`config.mk`:
```
export PLATFORM = sky130hd
export DESIGN_NAME = game_sequencer
export DESIGN_NICKNAME = d
export VERILOG_FILES = /design/src/rtl/game_seq_pkg.sv /design/src/rtl/fire_cooldown.sv /design/src/rtl/game_sequencer.sv
export SDC_FILE = /design/constraint.sdc
export NUM_CORES = 1
export LEC_CHECK = 0
export CELL_PAD_IN_SITES_DETAIL_PLACEMENT = 0
export CELL_PAD_IN_SITES_GLOBAL_PLACEMENT = 1
export CORE_MARGIN = 2
export CORE_UTILIZATION = 37
export DETAILED_ROUTE_END_ITERATION = 8
export GPL_TIMING_DRIVEN = 0
export PLACE_DENSITY_LB_ADDON = 0.15
export REMOVE_ABC_BUFFERS = 1
export SLEW_MARGIN = 40
export SYNTH_ARGS = -nofsm -noshare
export SYNTH_HDL_FRONTEND = slang
export SYNTH_SLANG_ARGS = --single-unit
```
`constraint.sdc`:
```
create_clock -name clk -period 2 [get_ports clk]
set_input_delay 0.5 -clock clk [delete_from_list [all_inputs] [get_ports clk]]
set_output_delay 0.5 -clock clk [all_outputs]
set_load 0.02 [all_outputs]
```
`src/rtl/game_seq_pkg.sv`:
```
// rtl/game_seq_pkg.sv - shared state encoding and screen-select helpers for the game sequencer
package game_seq_pkg;

  typedef enum logic [2:0] {
    IDLE,
    ARM,
    PLAY,
    TANK_WIN,
    TRAIN_WIN
  } state_t;

  localparam int FRAME_W         = 5;
  localparam int FRAME_START     = 0;
  localparam int FRAME_MAP1      = 1;
  localparam int FRAME_MAP2      = 2;
  localparam int FRAME_TANK_WIN  = 3;
  localparam int FRAME_TRAIN_WIN = 4;

  // One-hot screen select shown while in state s with the latched map.
  function automatic logic [FRAME_W-1:0] frame_for(input state_t s, input logic map1);
    logic [FRAME_W-1:0] f;
    f = '0;
    case (s)
      IDLE:      f[FRAME_START] = 1'b1;
      ARM, PLAY: f[map1 ? FRAME_MAP1 : FRAME_MAP2] = 1'b1;
      TANK_WIN:  f[FRAME_TANK_WIN] = 1'b1;
      default:   f[FRAME_TRAIN_WIN] = 1'b1;
    endcase
    return f;
  endfunction

endpackage

```
`src/rtl/fire_cooldown.sv`:
```
// rtl/fire_cooldown.sv - per-bot fire grant with a minimum spacing of COOLDOWN cycles
module fire_cooldown #(
  parameter int COOLDOWN = 8
) (
  input  logic clk,
  input  logic rstn,
  input  logic enable,
  input  logic clear,
  input  logic fire_req,
  output logic grant
);

  localparam int W = $clog2(COOLDOWN + 1);

  logic [W-1:0] cd;
  logic [W-1:0] cd_dec;

  // Grant eligibility looks at the post-decrement value so grants land exactly COOLDOWN apart.
  assign cd_dec = (cd == '0) ? '0 : cd - W'(1);

  always_ff @(posedge clk or negedge rstn) begin
    if (!rstn) begin
      cd    <= '0;
      grant <= 1'b0;
    end else if (clear) begin
      cd    <= '0;
      grant <= 1'b0;
    end else if (enable && fire_req && cd_dec == '0) begin
      cd    <= W'(COOLDOWN);
      grant <= 1'b1;
    end else begin
      cd    <= cd_dec;
      grant <= 1'b0;
    end
  end

endmodule

```
`src/rtl/game_sequencer.sv`:
```
// rtl/game_sequencer.sv - two-bot arena game sequencer: screens, respawn, scoring, fire grants
module game_sequencer
  import game_seq_pkg::*;
#(
  parameter int LIVES      = 3,
  parameter int RST_CYCLES = 4,
  parameter int COOLDOWN   = 8,
  parameter int WIN_HOLD   = 16
) (
  input  logic               clk,
  input  logic               rstn,
  input  logic               start_i,
  input  logic               map_sel_i,
  input  logic               tank_hit_i,
  input  logic               train_hit_i,
  input  logic [1:0]         fire_req_i,
  output logic [FRAME_W-1:0] frame_o,
  output logic [1:0]         bullet_o,
  output logic               bot_rst_o,
  output logic [3:0]         tank_score_o,
  output logic [3:0]         train_score_o
);

  localparam int CNT_MAX = (RST_CYCLES > WIN_HOLD) ? RST_CYCLES : WIN_HOLD;
  localparam int CW      = $clog2(CNT_MAX + 1);

  state_t        state, state_n;
  logic [CW-1:0] cnt, cnt_n;
  logic          map_q, map_n;
  logic [3:0]    tank_n, train_n, tank_inc, train_inc;
  logic          tank_won, train_won, play_stay, arm_entry;

  assign tank_inc  = tank_score_o + {3'b000, tank_hit_i};
  assign train_inc = train_score_o + {3'b000, train_hit_i};
  assign tank_won  = (tank_inc == 4'(LIVES));
  assign train_won = (train_inc == 4'(LIVES));

  always_comb begin
    state_n = state;
    map_n   = map_q;
    tank_n  = tank_score_o;
    train_n = train_score_o;
    case (state)
      IDLE: if (start_i) begin
        map_n   = map_sel_i;
        tank_n  = '0;
        train_n = '0;
        state_n = ARM;
      end
      ARM: if (cnt == CW'(RST_CYCLES - 1)) state_n = PLAY;
      PLAY: if (tank_hit_i || train_hit_i) begin
        if (tank_won && train_won) begin
          tank_n  = '0;
          train_n = '0;
          state_n = ARM;
        end else begin
          tank_n  = tank_inc;
          train_n = train_inc;
          if (tank_won)       state_n = TANK_WIN;
          else if (train_won) state_n = TRAIN_WIN;
          else                state_n = ARM;
        end
      end
      TANK_WIN, TRAIN_WIN: if (start_i && cnt >= CW'(WIN_HOLD)) state_n = IDLE;
      default: state_n = IDLE;
    endcase
  end

  // Dwell counter restarts on every state change and saturates.
  assign cnt_n     = (state_n != state) ? '0 : (cnt == CW'(CNT_MAX)) ? cnt : cnt + CW'(1);
  assign play_stay = (state == PLAY) && (state_n == PLAY);
  assign arm_entry = (state_n == ARM) && (state != ARM);

  always_ff @(posedge clk or negedge rstn) begin
    if (!rstn) begin
      state         <= IDLE;
      cnt           <= '0;
      map_q         <= 1'b1;
      tank_score_o  <= '0;
      train_score_o <= '0;
      frame_o       <= frame_for(IDLE, 1'b1);
      bot_rst_o     <= 1'b1;
    end else begin
      state         <= state_n;
      cnt           <= cnt_n;
      map_q         <= map_n;
      tank_score_o  <= tank_n;
      train_score_o <= train_n;
      frame_o       <= frame_for(state_n, map_n);
      bot_rst_o     <= (state_n != PLAY);
    end
  end

  fire_cooldown #(.COOLDOWN(COOLDOWN)) u_tank_fire (
    .clk      (clk),
    .rstn     (rstn),
    .enable   (play_stay),
    .clear    (arm_entry),
    .fire_req (fire_req_i[0]),
    .grant    (bullet_o[0])
  );

  fire_cooldown #(.COOLDOWN(COOLDOWN)) u_train_fire (
    .clk      (clk),
    .rstn     (rstn),
    .enable   (play_stay),
    .clear    (arm_entry),
    .fire_req (fire_req_i[1]),
    .grant    (bullet_o[1])
  );

endmodule

```
==> results of run 1 <==
-- state kept, by name, indices dropped and copies added (netlist names) --
name,flops
cnt,5
tank_score_o,4
train_score_o,4
u_tank_fire.grant,1
bot_rst_o,1
frame_o,5
u_train_fire.cd,4
map_q,1
state,2
u_tank_fire.cd,4
u_train_fire.grant,1
-- logic make-up (layout without fill, tap and decap cells) --
logic type	count (synthesis)	after routing	share of synthesized area
buffers and inverters	10	49	0.0363
DFF	32	32	0.476
and+or+nand+nor	65	65	0.204
xor gates and xnor gates	6	6	0.0311
AOI/OAI and AO/OA	47	47	0.195
adders and majority gates	6	6	0.0444
muxes	2	2	0.0126
-- routing by layer --
metal	up-vias	track usage	wire [um]
met5	-	0	0
met4	0	0.0482	20
met3	2	0.0506	126
met2	25	0.291	2040
met1	708	0.206	1870
li1	690	-	-
-- stage by stage --
step	cells	cell area (um^2)	hold slack [ns]
floorplan	162	1640	0.204
global placement	237	1940	0.496
detailed placement	238	1960	0.455
CTS	257	2290	0.151
global route	259	2370	0.152
finish	259	2370	0.146
-- Yosys cell counts (2+ instances only) --
cell and number:
dfrtp_1 29, dfstp_2 3, a21bo_2 2, a211oi_1 5, ha_1 6, a22o_1 4
nor3_1 14, xnor2_1 3, xor2_1 3, nand2_1 13, nor2_1 9, a21oi_1 9
a22oi_1 4, nand2b_1 2, and3_1 3, inv_1 4, o21a_1 2, nor2b_1 3
buf_4 4, o21ai_0 13, a31oi_1 3, or3_1 3, nand3_1 8, nor4_1 2
-- report_power, final --
group	internal, mW	switching (mW)	leakage, nW	total, mW
clock	0.370	0.248	0.0552	0.618
sequential	0.796	0.122	0.421	0.918
combinational	0.648	0.651	0.532	1.30
total	1.81	1.02	1.01	2.84
-- final cells by class --
type	count	area (um^2)	area share
repair buffers	37	343	0.145
well taps	52	65.1	0.0275
flip-flops and latches	32	807	0.341
inverters	4	15.0	0.00634
multi-input cells	126	1030	0.435
clock inverters	2	35.0	0.0148
clock buffers	6	72.6	0.0307
-- worst max path at each step --
stage,depth (start not counted),slack (ns),startpoint,to
after global placement,8,-0.97,tank_hit_i,cnt[0]$_DFFE_PN0P_
after detailed placement,8,-1.01,train_hit_i,cnt[2]$_DFFE_PN0P_
after global routing,7,-0.05,cnt[0]$_DFFE_PN0P_,u_tank_fire.cd[0]$_DFF_PN0_
final,6,0.01,cnt[4]$_DFFE_PN0P_,u_tank_fire.cd[0]$_DFF_PN0_
after floorplan,7,-0.15,train_hit_i,cnt[2]$_DFFE_PN0P_
after CTS,8,-0.0003,train_score_o[0]$_DFFE_PN0P_,u_tank_fire.cd[2]$_DFF_PN0_
-- repair_timing --
| item | 4_1_cts | 5_1_grt |
|---|---|---|
| setup buffers | 11 | 4 |
| endpoints found under the setup margin | 26 | 21 |
| gates cloned | 0 | 0 |
| gates resized for setup | 38 | 13 |
| pin swaps | 11 | 7 |
==> flow_summary.toml, run 1 <==
[place]
dp_hpwl_mm = 2.77
gp_congestion = 0.753
dp_worst_setup_slack_ns = -1.01
io_buffer_count = 23

[sta]
setup_viol = 0
relSlewSlack = 0.640
period_needed_ns = 1.99
setup_slack_ns = 0.0144
hold_violations = 0
setup_tns_ns = 0
rsz0062_at_grt = "yes"
tightest_slew_ns = 0.538
report.final.slew_viol_count = 0
fin_worst_skew_ns = 0.00605
period_share = 0.993
max_freq_mhz = 504

[grt]
antenna_found_initial = 0
grt_pass1_vias = 1445
grtUsageTotal = 0.169
grt_pass1_wl_mm = 6.67
grt_max_degree = 19
grt_overflow_total = 0

[critical_path]
critPathSlowestCell = "or4b_4"
crit_fanout = 7
cp.buffers_inverters = 1
r2r_slack_ns = 0.01
r2r_end = "u_tank_fire.cd[0]$_DFF_PN0_"
critical_path.max_stage_delay_ns = 0.57
end_kind = "register"
r2r_start = "cnt[4]$_DFFE_PN0P_"
rr_worst_depth = 6
critPathKind = "reg2reg"
cp_top_family = "simple AND/OR/NAND/NOR gates"
startpoint_type = "register"
crit_chain = "or4b_4, or2_4, a21boi_4, o31ai_4, buf_6, a211oi_2"
required_ns = 2.20
worstPathArrival_ns = 2.19

[routing]
wirelength_mm = 4.05
postRouteAntennaNets = 0
drt_pre_antenna_iters = 4
viasPerCell = 5.50
vias = 1425
avgRoutedWirePerCell_um = 15.6
drc = 0
drt_iter0_drc = 57

[logic_synthesis]
yosysWarnings = 0
synth_cell_types = 41
yosysSeqAreaShare = 0.476
synth_area_leader_cell = "dfrtp_1"
syn_avg_cell_area_um2 = 10.1
syn-cell-area_um2 = 1690
synth_seq_cells = 32
syn_inst = 168
synth_area_leaders = "dfrtp_1, dfstp_2, ha_1"
ys.flop_type = "dfrtp_1"
synth-edff-count = 0
yosys.area.top_type_share = 0.429
ys_async_sr_fraction = 1.00

[clock_network]
cts.htree.levels = 2
numCtsBuffers = 5
hold_buffers = 0
path_clk_slew_ns = 0.07
cts.sinks = 32
clk_latency_ns = 0.28
cts_buffer_depth = 2
cts-root-buf = "clkbuf_8"
cts_tree = "built"

[power_and_ir_drop]
p_leak_nw = 1.01
peakVddDrop_v = 0.000586
power_mw = 2.84
powerDensity_nw_per_um2 = 1200

[floorplanning]
start_util = 0.386
die_y_um = 71.6
boundaryPins = 24
die_w_um = 71.6
core_um2 = 4380
core.rowCount = 24
die_area_um2 = 5130

[layout]
layout_commonest_cell = "dfrtp_1"
drive_gt1_frac = 0.324
num_antenna_cells = 0
fillCellCount = 402
fin_util = 0.540
syn2layout_area_growth_pct = 40.0
nets = 220
final_cell_mix = "dfrtp_1, clkdlybuf4s50_1, nand2_1"

[status]
status = "finished clean"

[worst_hold_path]
hp-class = "in2async"

[flow_run]
maxCapViolations = 0
(Power assumes the default switching activity.)
==> run 2, diff against run 1 <==
Settings changed: CAP_MARGIN set to 25.
==> results of run 2 <==
No change in the layout: final DEF, timing and power equal those of run 1.
